<file path="src/rtl/chan_fifo_bridge_pkg.sv">
// Shared constants for chan_fifo_bridge: default channel numbers, status-byte
// layout, flush-bit index and the channel-decode type.
package chan_fifo_bridge_pkg;

  localparam logic [6:0] CHAN_DATA_DEFAULT = 7'd0;
  localparam logic [6:0] CHAN_STAT_DEFAULT = 7'd1;

  localparam int STAT_RX_FULL_BIT  = 7;
  localparam int STAT_TX_EMPTY_BIT = 6;
  localparam int STAT_COUNT_MSB    = 4;
  localparam int FLUSH_BIT         = 0;

  typedef enum logic [1:0] {
    SEL_DATA  = 2'd0,
    SEL_STAT  = 2'd1,
    SEL_OTHER = 2'd2
  } chan_sel_e;

  function automatic logic [7:0] status_byte(input logic       rx_full,
                                             input logic       tx_empty,
                                             input logic [4:0] tx_count);
    logic [7:0] s;
    s = 8'h00;
    s[STAT_RX_FULL_BIT]    = rx_full;
    s[STAT_TX_EMPTY_BIT]   = tx_empty;
    s[STAT_COUNT_MSB:0]    = tx_count;
    return s;
  endfunction

endpackage

</file>
<file path="src/rtl/chan_fifo_bridge_fifo.sv">
// First-word-fall-through synchronous FIFO with flush; a push is refused when
// full even if a pop happens in the same cycle.
module fifo_sync #(
  parameter int DEPTH_LOG2 = 4,
  parameter int WIDTH      = 8
) (
  input  logic                  clk,
  input  logic                  reset,
  input  logic                  push,
  input  logic                  pop,
  input  logic                  flush,
  input  logic [WIDTH-1:0]      din,
  output logic                  full,
  output logic                  empty,
  output logic [DEPTH_LOG2:0]   count,
  output logic [WIDTH-1:0]      head
);

  localparam int                   DEPTH_INT = 1 << DEPTH_LOG2;
  localparam logic [DEPTH_LOG2:0]  DEPTH     = DEPTH_INT[DEPTH_LOG2:0];
  localparam logic [DEPTH_LOG2-1:0] PTR_ONE  = 1;
  localparam logic [DEPTH_LOG2:0]  CNT_ONE   = 1;

  logic [WIDTH-1:0]      mem_r [DEPTH_INT];
  logic [DEPTH_LOG2-1:0] wr_ptr_r;
  logic [DEPTH_LOG2-1:0] rd_ptr_r;
  logic [DEPTH_LOG2:0]   count_r;
  logic                  do_push_s;
  logic                  do_pop_s;

  assign full      = (count_r == DEPTH);
  assign empty     = (count_r == '0);
  assign count     = count_r;
  assign head      = mem_r[rd_ptr_r];
  assign do_push_s = push && !full;
  assign do_pop_s  = pop && !empty;

  // Pointer and occupancy update; reset and flush both empty the FIFO.
  always_ff @(posedge clk) begin
    if (reset || flush) begin
      wr_ptr_r <= '0;
      rd_ptr_r <= '0;
      count_r  <= '0;
    end else begin
      if (do_push_s) begin
        wr_ptr_r <= wr_ptr_r + PTR_ONE;
      end
      if (do_pop_s) begin
        rd_ptr_r <= rd_ptr_r + PTR_ONE;
      end
      case ({do_push_s, do_pop_s})
        2'b10:   count_r <= count_r + CNT_ONE;
        2'b01:   count_r <= count_r - CNT_ONE;
        default: count_r <= count_r;
      endcase
    end
  end

  // Storage write; contents are meaningless once the pointers are cleared.
  always_ff @(posedge clk) begin
    if (do_push_s) begin
      mem_r[wr_ptr_r] <= din;
    end
  end

endmodule

</file>
<file path="src/rtl/chan_fifo_bridge.sv">
// Bridges a channel-addressed host byte interface to a pair of FIFOs: rx
// (host to processor) and tx (processor to host), plus a status/flush channel.
module chan_fifo_bridge
  import chan_fifo_bridge_pkg::*;
#(
  parameter int         DEPTH_LOG2 = 4,
  parameter logic [6:0] CHAN_DATA  = CHAN_DATA_DEFAULT,
  parameter logic [6:0] CHAN_STAT  = CHAN_STAT_DEFAULT
) (
  input  logic       fx2Clk_in,
  input  logic       reset_in,
  input  logic [6:0] chanAddr_in,
  input  logic [7:0] h2fData_in,
  input  logic       h2fValid_in,
  output logic       h2fReady_out,
  output logic [7:0] f2hData_out,
  output logic       f2hValid_out,
  input  logic       f2hReady_in,
  output logic [7:0] rxData_out,
  output logic       rxValid_out,
  input  logic       rxReady_in,
  input  logic [7:0] txData_in,
  input  logic       txValid_in,
  output logic       txReady_out
);

  chan_sel_e           sel_s;
  logic                rx_full_s;
  logic                rx_empty_s;
  logic [DEPTH_LOG2:0] rx_count_s;
  logic                tx_full_s;
  logic                tx_empty_s;
  logic [DEPTH_LOG2:0] tx_count_s;
  logic [7:0]          tx_head_s;
  logic                h2f_ready_s;
  logic [7:0]          f2h_data_s;
  logic                f2h_valid_s;
  logic                rx_push_s;
  logic                rx_pop_s;
  logic                tx_push_s;
  logic                tx_pop_s;
  logic                flush_s;

  // Channel decode.
  always_comb begin
    sel_s = SEL_OTHER;
    if (chanAddr_in == CHAN_DATA) begin
      sel_s = SEL_DATA;
    end else if (chanAddr_in == CHAN_STAT) begin
      sel_s = SEL_STAT;
    end else begin
      sel_s = SEL_OTHER;
    end
  end

  // Host-side ready and read-data mux; unknown channels never stall the host.
  always_comb begin
    h2f_ready_s = 1'b0;
    f2h_data_s  = 8'h00;
    f2h_valid_s = 1'b0;
    case (sel_s)
      SEL_DATA: begin
        h2f_ready_s = !rx_full_s && !reset_in;
        f2h_data_s  = tx_head_s;
        f2h_valid_s = !tx_empty_s;
      end
      SEL_STAT: begin
        h2f_ready_s = !reset_in;
        f2h_data_s  = status_byte(rx_full_s, tx_empty_s, 5'(tx_count_s));
        f2h_valid_s = 1'b1;
      end
      default: begin
        h2f_ready_s = !reset_in;
        f2h_data_s  = 8'h00;
        f2h_valid_s = 1'b1;
      end
    endcase
  end

  assign h2fReady_out = h2f_ready_s;
  assign f2hData_out  = f2h_data_s;
  assign f2hValid_out = f2h_valid_s;
  assign rxValid_out  = !rx_empty_s;
  assign txReady_out  = !tx_full_s && !reset_in;

  assign rx_push_s = (sel_s == SEL_DATA) && h2fValid_in && h2f_ready_s;
  assign tx_pop_s  = (sel_s == SEL_DATA) && f2hReady_in && f2h_valid_s;
  assign flush_s   = (sel_s == SEL_STAT) && h2fValid_in && h2f_ready_s
                     && h2fData_in[FLUSH_BIT];
  assign rx_pop_s  = rxValid_out && rxReady_in;
  assign tx_push_s = txValid_in && txReady_out;

  fifo_sync #(.DEPTH_LOG2(DEPTH_LOG2), .WIDTH(8)) u_rx_fifo (
    .clk   (fx2Clk_in),
    .reset (reset_in),
    .push  (rx_push_s),
    .pop   (rx_pop_s),
    .flush (flush_s),
    .din   (h2fData_in),
    .full  (rx_full_s),
    .empty (rx_empty_s),
    .count (rx_count_s),
    .head  (rxData_out)
  );

  fifo_sync #(.DEPTH_LOG2(DEPTH_LOG2), .WIDTH(8)) u_tx_fifo (
    .clk   (fx2Clk_in),
    .reset (reset_in),
    .push  (tx_push_s),
    .pop   (tx_pop_s),
    .flush (flush_s),
    .din   (txData_in),
    .full  (tx_full_s),
    .empty (tx_empty_s),
    .count (tx_count_s),
    .head  (tx_head_s)
  );

endmodule

</file>
<file path="config.mk">
export PLATFORM = sky130hd
export DESIGN_NAME = chan_fifo_bridge
export DESIGN_NICKNAME = d
export VERILOG_FILES = /design/src/rtl/chan_fifo_bridge_pkg.sv /design/src/rtl/chan_fifo_bridge_fifo.sv /design/src/rtl/chan_fifo_bridge.sv
export SDC_FILE = /design/constraint.sdc
export NUM_CORES = 1
export LEC_CHECK = 0
export ABC_CLOCK_PERIOD_IN_PS = 4640
export CAP_MARGIN = 25
export CORE_ASPECT_RATIO = 0.5
export CORE_MARGIN = 2
export CORE_UTILIZATION = 35
export DETAILED_ROUTE_END_ITERATION = 8
export HOLD_SLACK_MARGIN = 0.06
export PLACE_DENSITY_LB_ADDON = 0.12
export SLEW_MARGIN = 30
export SYNTH_ARGS = -nofsm -noshare
export SYNTH_HDL_FRONTEND = slang
export SYNTH_HIERARCHICAL = 1
export SYNTH_SLANG_ARGS = --single-unit
export TNS_END_PERCENT = 10
</file>
<file path="constraint.sdc">
create_clock -name fx2Clk_in -period 4.64 [get_ports fx2Clk_in]
set_clock_uncertainty 0.1 [all_clocks]
set_input_delay 1.16 -clock fx2Clk_in [delete_from_list [all_inputs] [get_ports fx2Clk_in]]
set_output_delay 1.16 -clock fx2Clk_in [all_outputs]
set_load 0.02 [all_outputs]
</file>
==> metrics.yaml, run 1 <==
power_density_nw_per_um2: 373
dieArea_um2: 35700
post-cts-setup-buffers: 0
post-route-drc-count: 0
tightestPinTransition_ns: 0.860
worst_setup_path_end_kind: "output port"
first_global_vias: 6413
numCtsBuffers: 27
ir_drop_uv: 199
hold_end: "u_rx_fifo/rd_ptr_r[3]"
num_vias: 6295
yosys_warnings: 6
nNetsFinal: 821
worst_setup_path_start_kind: "input pin"
antenna_found_initial: 0
vias_per_cell: 5.09
routabilityCongestion: 0.748
ant_nets: 0
ioPinCount: 49
rsz0062_at_grt: "no"
p_switching_mw: 1.09
start_util: 0.358
maxCapViolations: 0
path_class: "input pin to output port"
fmax_ghz: 0.225
cts_tree: "built"
drt_iter0_markers: 394
cts_resized: 0
slowest_stage: "clkdlybuf4s50_1"
cp_common_cell: "clkdlybuf4s50_1"
clkLatencyLatePin_ns: 0.53
wirelength_um: 25600
relSlewSlack: 0.425
grt_overflow: 0
ys.flop_type: "edfxtp_1"
netlist_instances: 690
status: "finished, final reports clean"
post-dp-hpwl_um: 16200
place_area_um2: 13200
post-place-ws_ns: -0.0646
grt_max_degree: 33
finalSetupViolCount: 0
nFillCells: 3022
path_buf_inv: 3
drt-wirelength-per-cell_um: 20.7
path_max_fanout: 9
reg2regPathDepth: 12
cts.sinks: 290
r2r_start: "u_rx_fifo/count[1]"
cp_data_required_time_ns: 3.38
firstDrtPassIters: 5
hold_path_class: "flop to flop"
crit_cells: 5
seqPwrFrac: 0.550
crit_family: "buffers and inverters"
hold_viol: 0
drive_gt1_frac: 0.215
sw_frac_of_total: 0.209
async_flop_share: 0
die_w_um: 265
hold_start: "u_rx_fifo/rd_ptr_r[3]"
p_clk_frac: 0.408
fp.dieH_um: 135
drv_slew: 0
intPower_mw: 4.12
syn_avg_cell_area_um2: 17.3
synth_seq_cells: 290
combPwrFrac: 0.042
diodes: 0
io_buffers: 48
syn_to_final_growth_pct: 17.1
final_area_um2: 14000
layout_setup_ws_ns: 0.187
holdPathStages: 2
r2r_end: "u_rx_fifo/count[4]"
yosysUniqueCellTypes: 57
htree_levels: 1
synth_fp_nets: 735
ff2ff_setup_slack_ns: 1.16
synth.cell_area_um2: 11900
holdBufCountCts: 0
min_period_ns: 4.45
clockRootBuffer: "clkbuf_16"
critPathArrivalTime_ns: 3.19
core_um2: 33300
clk_pin_slew_ns: 0.06
synth_edf_count: 256
finalCritPeriodShare: 0.960
path_cells: "clkdlybuf4s50_1, or4_4, buf_4, nor3_1, clkdlybuf4s50_1"
row_count: 47
ys_seq_area_frac: 0.701
leakagePower_nw: 4.51
clockBufferDepth: 3
cp_slowest_stage_delay_ns: 0.64
grt_pass1_wl_um: 39100
grt_usage: 0.146
[power by group through the flow]
stage / Sequential, mW / Combinational (mW) / Clock (mW)
after detailed placement: 2.92 / 0.222 / 0
after CTS: 2.87 / 0.223 / 2.19
after floorplan: 2.91 / 0.131 / 0
final: 2.87 / 0.219 / 2.13
after global placement: 2.92 / 0.219 / 0
after global routing: 2.87 / 0.240 / 2.30
[cells in the mapped netlist (11+ instances only)]
| master | number | share of area |
|---|---|---|
| a22oi_1 | 32 | 0.020 |
| inv_1 | 19 | 0.0060 |
| dfxtp_1 | 34 | 0.057 |
| edfxtp_1 | 256 | 0.64 |
| buf_2 | 11 | 0.0046 |
| xor2_1 | 11 | 0.0081 |
| nand2_1 | 33 | 0.010 |
| ha_1 | 16 | 0.017 |
| mux2i_1 | 14 | 0.012 |
| clkbuf_1 | 18 | 0.0057 |
| nor2_1 | 60 | 0.019 |
| nor3_1 | 18 | 0.0075 |
| mux4_2 | 64 | 0.12 |
[how the worst max path moves through the flow]
stage | from | end | slack, ns
2_1_floorplan | chanAddr_in[1] | u_rx_fifo/count[4] | 0.05
3_3_place_gp | chanAddr_in[1] | u_rx_fifo/count[4] | 0.05
3_5_place_dp | chanAddr_in[1] | u_rx_fifo/count[4] | -0.06
4_1_cts | flop | f2hData_out[0] | 0.15
5_1_grt | flop | f2hData_out[1] | 0.03
6_report | chanAddr_in[1] | f2hData_out[4] | 0.19
[tightest hold or removal path: cells and delay by family (launching register included)]
| family | cells | cell delay (ns) |
|---|---|---|
| DFF | 1 | 0.31 |
| AOI/OAI and AO/OA | 1 | 0.10 |
| and+or+nand+nor | 1 | 0.06 |
[layout make-up]
class,count,area [um2],share of cell area
well taps,441,552,0.0395
clock buffers,32,694,0.0497
multi-input cells,342,3300,0.236
repair buffers,96,853,0.0610
inverters,19,71.3,0.00510
flip-flops and latches,290,8370,0.599
clock inverters,17,135,0.00967
[flip-flops by register name, summed over array words and instances (netlist names), named ones only]
register,cells
u_tx_fifo/wr_ptr_r,4
u_rx_fifo/wr_ptr_r,4
u_tx_fifo/rd_ptr_r,4
u_rx_fifo/count,5
u_tx_fifo/count,5
u_rx_fifo/rd_ptr_r,4
u_tx_fifo/mem_r,128
u_rx_fifo/mem_r,128
[per-stage QoR]
| stage | cells | hold slack, ns | total power [mW] | TNS, ns | utilization |
|---|---|---|---|---|---|
| floorplan | 690 | 0.368 | 3.04 | 0 | - |
| global placement | 1188 | 0.387 | 3.14 | 0 | 0.394 |
| detailed placement | 1188 | 0.397 | 3.15 | -0.0646 | 0.394 |
| CTS | 1237 | 0.405 | 5.28 | 0 | 0.419 |
| global route | 1237 | 0.436 | 5.41 | 0 | 0.419 |
| finish | 1237 | 0.406 | 5.21 | 0 | 0.419 |
[layout by cell type (no fill, tap or decap), types with 3 or more instances in the layout]
master / synthesis / final
edfxtp_1: 256 / 256
mux4_2: 64 / 64
nor2_1: 60 / 60
clkdlybuf4s50_1: 0 / 48
buf_4: 1 / 47
nand2_1: 33 / 33
a22oi_1: 32 / 32
dfxtp_1: 34 / 32
clkbuf_16: 0 / 27
inv_1: 19 / 19
nor3_1: 18 / 18
ha_1: 16 / 16
mux2i_1: 14 / 14
xor2_1: 11 / 11
a21oi_1: 8 / 8
o211ai_1: 8 / 8
nand3_1: 7 / 7
clkinv_1: 0 / 7
nand2b_1: 6 / 6
nor2b_1: 5 / 5
clkbuf_1: 18 / 5
and3_1: 4 / 4
clkinv_2: 0 / 4
or4_4: 3 / 3
or2_2: 3 / 3
or3_1: 3 / 3
and2_1: 3 / 3
xnor2_1: 3 / 3
nand3b_1: 3 / 3
[layer usage]
metal / part of all wire / wire, um / GRT usage / vias to the layer above
li1: - / - / - / 2902
met1: 0.46 / 11700 / 0.198 / 3253
met2: 0.49 / 12500 / 0.246 / 110
met3: 0.039 / 993 / 0.0279 / 30
met4: 0.015 / 396 / 0.0292 / 0
met5: 0 / 0 / 0 / -
[cell families after synthesis]
family,synth area share
XOR/XNOR,0.0103
AO/OA/AOI/OAI,0.0472
flip-flops,0.701
adder cells (fa/ha/maj),0.0168
buffers and inverters,0.0223
AND/OR/NAND/NOR,0.0701
multiplexers,0.132
Power figures use the tool's default switching activity.
==> inputs of run 2 (changes only) <==
--- a/config.mk
+++ b/config.mk
@@ -11,7 +11,9 @@
 export CORE_MARGIN = 2
 export CORE_UTILIZATION = 35
 export DETAILED_ROUTE_END_ITERATION = 8
-export HOLD_SLACK_MARGIN = 0.06
+export DONT_BUFFER_PORTS = 1
+export HOLD_SLACK_MARGIN = 0.05
+export MAX_ROUTING_LAYER = met4
 export PLACE_DENSITY_LB_ADDON = 0.12
 export SLEW_MARGIN = 30
 export SYNTH_ARGS = -nofsm -noshare
==> run 2 against run 1 <==
  * Setup slack improved by 0.17 ns
  * Maximum frequency increased by 4.0%
  * Non-clock buffer count is 54 lower
==> metrics.yaml, run 2 (synthesis results as in run 1) <==
tightestPinTransition_ns: 0.947  # was 0.860 ns
antenna_found_initial: 0  # unchanged
dieArea_um2: 35700  # unchanged
hold_path_class: "flop to flop"  # unchanged
syn_to_final_growth_pct: 13.4  # was 17.1%
status: "finished, final reports clean"  # unchanged
vias_per_cell: 5.10  # was 5.09
ant_nets: 0  # unchanged
core_um2: 33300  # unchanged
leakagePower_nw: 4.35  # was 4.51 nW
maxCapViolations: 0  # unchanged
cp_data_required_time_ns: 3.38  # about the same
final_common_cell: "edfxtp_1"  # unchanged
post-route-drc-count: 0  # unchanged
drive_gt1_frac: 0.226  # was 0.215
path_max_fanout: 18  # was 9
finalCritPeriodShare: 0.923  # was 0.960
p_total_mw: 5.28  # was 5.21 mW
tns_ns: 0  # unchanged
fmax_ghz: 0.234  # was 0.225 GHz
rsz0062_at_grt: "no"  # unchanged
grt_usage: 0.151  # was 0.146
ir_drop_uv: 249  # was 199 uV
post-dp-hpwl_um: 15800  # was 16200 um
worst_setup_path_end_kind: "output port"  # unchanged
holdBufCountCts: 0  # unchanged
finalSetupViolCount: 0  # unchanged
num_vias: 6047  # was 6295
critPathArrivalTime_ns: 3.02  # was 3.19 ns
first_global_vias: 6195  # was 6413
clkLatencyLatePin_ns: 0.55  # was 0.53 ns
worst_hold_slack_ns: 0.391  # was 0.406 ns
htree_levels: 1  # unchanged
nNetsFinal: 768  # was 821
die_w_um: 265  # unchanged
drv_slew: 0  # unchanged
row_count: 47  # unchanged
clk_pin_slew_ns: 0.06  # about the same
final_cell_mix: "edfxtp_1, mux4_2, nor2_1"  # unchanged
power_density_nw_per_um2: 390  # was 373 nW/um2
firstDrtPassIters: 6  # was 5
drt-wirelength-per-cell_um: 21.5  # was 20.7 um
cts.sinks: 290  # unchanged
relSlewSlack: 0.366  # was 0.425
reg_top3: "u_rx_fifo/mem_r: 128 flops, u_tx_fifo/mem_r: 128 flops"  # unchanged
start_util: 0.358  # unchanged
drt_iter0_markers: 449  # was 394
numCtsBuffers: 28  # was 27
min_period_ns: 4.28  # was 4.45 ns
grt_pass1_wl_um: 38500  # was 39100 um
hold_viol: 0  # unchanged
io_buffers: 0  # was 48
ioPinCount: 49  # unchanged
grt_overflow: 0  # unchanged
diodes: 0  # unchanged
path_class: "flop to output port"  # was input pin to output port
grt_max_degree: 33  # unchanged
worst_setup_path_start_kind: "flop"  # was input pin
clockRootBuffer: "clkbuf_16"  # unchanged
cts_tree: "built"  # unchanged
wirelength_um: 25500  # was 25600 um
cts_resized: 0  # unchanged
clockBufferDepth: 3  # unchanged
fp.dieH_um: 135  # unchanged
routabilityCongestion: 0.780  # was 0.748
post-cts-setup-buffers: 0  # unchanged
run 2: per-stage QoR:
stage,setup slack (ns),utilization,std cells,instance area [um2]
final,0.359,0.406,1185,13500
after global routing,0.0959,0.406,1185,13500
after CTS,0.230,0.406,1185,13500
after detailed placement,0.271,0.379,1134,12600
after global placement,0.348,0.379,1134,12600
after floorplan,0.0496,-,690,11900
run 2: layout make-up:
type	instances	area [um2]
repair buffers	42	328
fillers	3018	19800
inverters	19	71.3
clock inverters	15	156
clock buffers	36	752
multi-input cells	342	3300
flip-flops and latches	290	8370
well taps	441	552
run 2: power by group:
group / internal (mW) / switching, mW
logic: 0.0589 / 0.0795
registers: 2.85 / 0.0225
clock network: 1.31 / 0.953
total: 4.22 / 1.06
run 2: critical path, stage by stage, from the launching register on:
cell and delay (ns):
dfxtp_2 0.79, buf_4 0.38, mux4_2 0.54, a22oi_1 0.25, nand2_1 0.12, mux2i_1 0.15, nor3_1 0.08, buf_4 0.16
run 2: path summary, 6_finish.rpt:
kind                            slack, ns               endpoint  depth (start not counted)                  start
worst max-delay path                 0.36         f2hData_out[2]                          7                   flop
worst min-delay path                 0.39  u_rx_fifo/rd_ptr_r[3]                          2  u_rx_fifo/rd_ptr_r[3]
worst max register to register       1.18     u_rx_fifo/count[4]                         12     u_rx_fifo/count[2]
worst min register to register       0.39  u_rx_fifo/rd_ptr_r[3]                          2  u_rx_fifo/rd_ptr_r[3]
run 2: routing by layer:
layer  routed length (um)  global-route usage  part of all wire
met5                    0                   -                 0
met4                  439              0.0348             0.017
met3                 1030              0.0274             0.041
met2                12300               0.245              0.48
met1                11700               0.199              0.46
==> inputs of run 3 (changes only) <==
--- a/config.mk
+++ b/config.mk
@@ -5,7 +5,7 @@
 export SDC_FILE = /design/constraint.sdc
 export NUM_CORES = 1
 export LEC_CHECK = 0
-export ABC_CLOCK_PERIOD_IN_PS = 4640
+export ABC_CLOCK_PERIOD_IN_PS = 3600
 export CAP_MARGIN = 25
 export CORE_ASPECT_RATIO = 0.5
 export CORE_MARGIN = 2
==> constraint.sdc (replaced) <==
create_clock -name fx2Clk_in -period 3.6 [get_ports fx2Clk_in]
set_clock_uncertainty 0.1 [all_clocks]
set_input_delay 0.9 -clock fx2Clk_in [delete_from_list [all_inputs] [get_ports fx2Clk_in]]
set_output_delay 0.9 -clock fx2Clk_in [all_outputs]
set_load 0.02 [all_outputs]
==> run 3 against run 2 <==
  * Total power grew 24%
  * First-iteration DRC count is 2.9% higher
  * Sequential share of layout area down 1.3 points
  * Routed wire length increased by 3.3%
  * Cell count grew 2.4%
  * Non-clock buffer count up 33
  * Flip-flop and latch count is the same
  * Critical endpoint is now f2hData_out[6]
  * Register-to-register slack lost 0.85 ns
  * Global-route usage up 0.39 points
  * Combinational power is 50% higher
  * Clock-buffer cell count down 1
  * Core utilization up 0.90 points
  * Highest routed layer unchanged
==> metrics.yaml, run 3 (synthesis results as in run 1) <==
grt_pass1_wl_um: 40000  # was 38500 um
r2r_end: "u_rx_fifo/count[4]"  # unchanged
clk_pin_slew_ns: 0.07  # was 0.06 ns
finalSetupViolCount: 0  # unchanged
clockBufferDepth: 3  # unchanged
core_um2: 33300  # unchanged
hold_viol: 0  # unchanged
row_count: 47  # unchanged
die_w_um: 265  # unchanged
routabilityCongestion: 0.792  # was 0.780
path_buf_inv: 4  # was 2
ioPinCount: 49  # unchanged
dp.cells: 1163  # was 1134
critPathArrivalTime_ns: 2.53  # was 3.02 ns
post-route-drc-count: 0  # unchanged
r2r_start: "u_rx_fifo/count[1]"  # was u_rx_fifo/count[2]
worst_setup_path_end_kind: "output port"  # unchanged
crit_cells: 9  # was 7
diodes: 0  # unchanged
grt_overflow: 0  # unchanged
grt_usage: 0.155  # was 0.151
vias_per_cell: 5.12  # was 5.10
wirelength_um: 26300  # was 25500 um
final_area_um2: 13800  # was 13500 um2
maxCapViolations: 0  # unchanged
cts_tree: "built"  # unchanged
path_max_fanout: 5  # was 18
syn_to_final_growth_pct: 15.9  # was 13.4%
relSlewSlack: 0.439  # was 0.366
post-dp-hpwl_um: 17000  # was 15800 um
cp_data_required_time_ns: 2.60  # was 3.38 ns
antenna_found_initial: 0  # unchanged
hold_path_class: "input pin to flop"  # was flop to flop
slowest_stage: "mux4_2"  # was dfxtp_2
ant_nets: 0  # unchanged
drt_iter0_markers: 462  # was 449
finalCritPeriodShare: 0.980
dieArea_um2: 35700  # unchanged
cts.sinks: 290  # unchanged
drv_slew: 0  # unchanged
ff2ff_setup_slack_ns: 0.33  # was 1.18 ns
ir_drop_uv: 361  # was 249 uV
drt-wirelength-per-cell_um: 21.7  # was 21.5 um
clkLatencyLatePin_ns: 0.53  # was 0.55 ns
htree_levels: 1  # unchanged
reg_top3: "u_rx_fifo/mem_r: 128 flops, u_tx_fifo/mem_r: 128 flops"  # unchanged
cp_common_cell: "buf_4"  # unchanged
path_class: "flop to output port"  # unchanged
worst_setup_path_start_kind: "flop"  # unchanged
drive_gt1_frac: 0.277  # was 0.226
start_util: 0.358  # unchanged
fp.dieH_um: 135  # unchanged
path_cells: "buf_12, buf_6, mux4_2, a22oi_1, nand2_1, mux2i_1, nor3_1, buf_4, buf_4"  # was buf_4, mux4_2, a22oi_1, nand2_1, mux2i_1, nor3_1, buf_4
io_buffers: 0  # unchanged
grt_max_degree: 33  # unchanged
cp_slowest_stage_delay_ns: 0.50  # was 0.79 ns
fmax_ghz: 0.284
numCtsBuffers: 27  # was 28
firstDrtPassIters: 4  # was 6
first_global_vias: 6439  # was 6195
min_period_ns: 3.53
tightestPinTransition_ns: 0.838  # was 0.947 ns
clockRootBuffer: "clkbuf_16"  # unchanged
power_density_nw_per_um2: 474  # was 390 nW/um2
final_cell_mix: "edfxtp_1, buf_4, mux4_2"  # was edfxtp_1, mux4_2, nor2_1
leakagePower_nw: 4.48  # was 4.35 nW
final_common_cell: "edfxtp_1"  # unchanged
status: "finished, final reports clean"  # unchanged
utilization: 0.415  # was 0.406
reg2regPathDepth: 13  # was 12
rsz0062_at_grt: "yes"  # was no
place_area_um2: 12900  # was 12600 um2
p_total_mw: 6.56  # was 5.28 mW
num_vias: 6215  # was 6047
crit_family: "multiplexers"  # was flip-flops
nNetsFinal: 800  # was 768
crit_end: "f2hData_out[6]"  # was f2hData_out[2]
layoutNonFillerInstCount: 1214  # was 1185
## run 3: how the worst min path moves through the flow
stage	startpoint	end	depth (start not counted)
2_1_floorplan	u_rx_fifo/rd_ptr_r[3]	flop	2
3_3_place_gp	u_tx_fifo/rd_ptr_r[3]	u_tx_fifo/rd_ptr_r[3]	2
3_5_place_dp	u_tx_fifo/rd_ptr_r[3]	u_tx_fifo/rd_ptr_r[3]	2
4_1_cts	h2fData_in[7]	u_rx_fifo/mem_r[9][7]	0
5_1_grt	txData_in[0]	u_tx_fifo/mem_r[11][0]	0
6_report	h2fData_in[3]	u_rx_fifo/mem_r[13][3]	0
## run 3: timing repair
item / in CTS / in global routing
pin swaps: 0 / 2
resized for setup: 7 / 4
hold buffers: 0 / 0
buffers inserted: 4 / 0
endpoints found under the setup margin: 8 / 5
## run 3: worst reg2reg max path, cell delays in order, from the launching register on
cell	delay, ns
dfxtp_1	0.39
or4_4	0.62
nor2_1	0.32
nor4_4	0.10
inv_2	0.09
a21oi_4	0.04
inv_2	0.08
ha_4	0.17
xor2_1	0.17
ha_2	0.22
nor2_1	0.05
a21oi_1	0.18
a2111oi_0	0.10
or4b_1	0.53
## run 3: through the flow
step / hold WS (ns) / setup WS (ns) / setup TNS [ns]
3_3_place_gp: 0.383 / 0.0588 / 0
3_5_place_dp: 0.399 / 0.00455 / 0
5_1_grt: 0.328 / -0.0507 / -0.0744
6_report: 0.363 / 0.0736 / 0
2_1_floorplan: 0.368 / -0.167 / -0.213
4_1_cts: 0.333 / -0.00173 / -0.00173
## run 3: routing by layer
metal,track usage,vias up,wire [um]
met4,0.0286,0,352
met2,0.256,94,13000
met3,0.0284,22,941
li1,-,2855,-
met5,-,-,0
met1,0.203,3244,12000
## run 3: power by group
part	switching (mW)	total, mW	internal (mW)
Clock	1.20	2.67	1.47
Sequential	0.0207	3.69	3.67
Combinational	0.121	0.207	0.0856
Total	1.34	6.56	5.22
## run 3: final cells by class
type                            count  area (um2)
Fill cell                        3013       19500
Multi-Input combinational cell    342        3410
Timing Repair Buffer               75         633
Clock buffer                       35         716
Inverter                           19        71.3
Sequential cell                   290        8370
Tap cell                          441         552
Clock inverter                     12        85.1
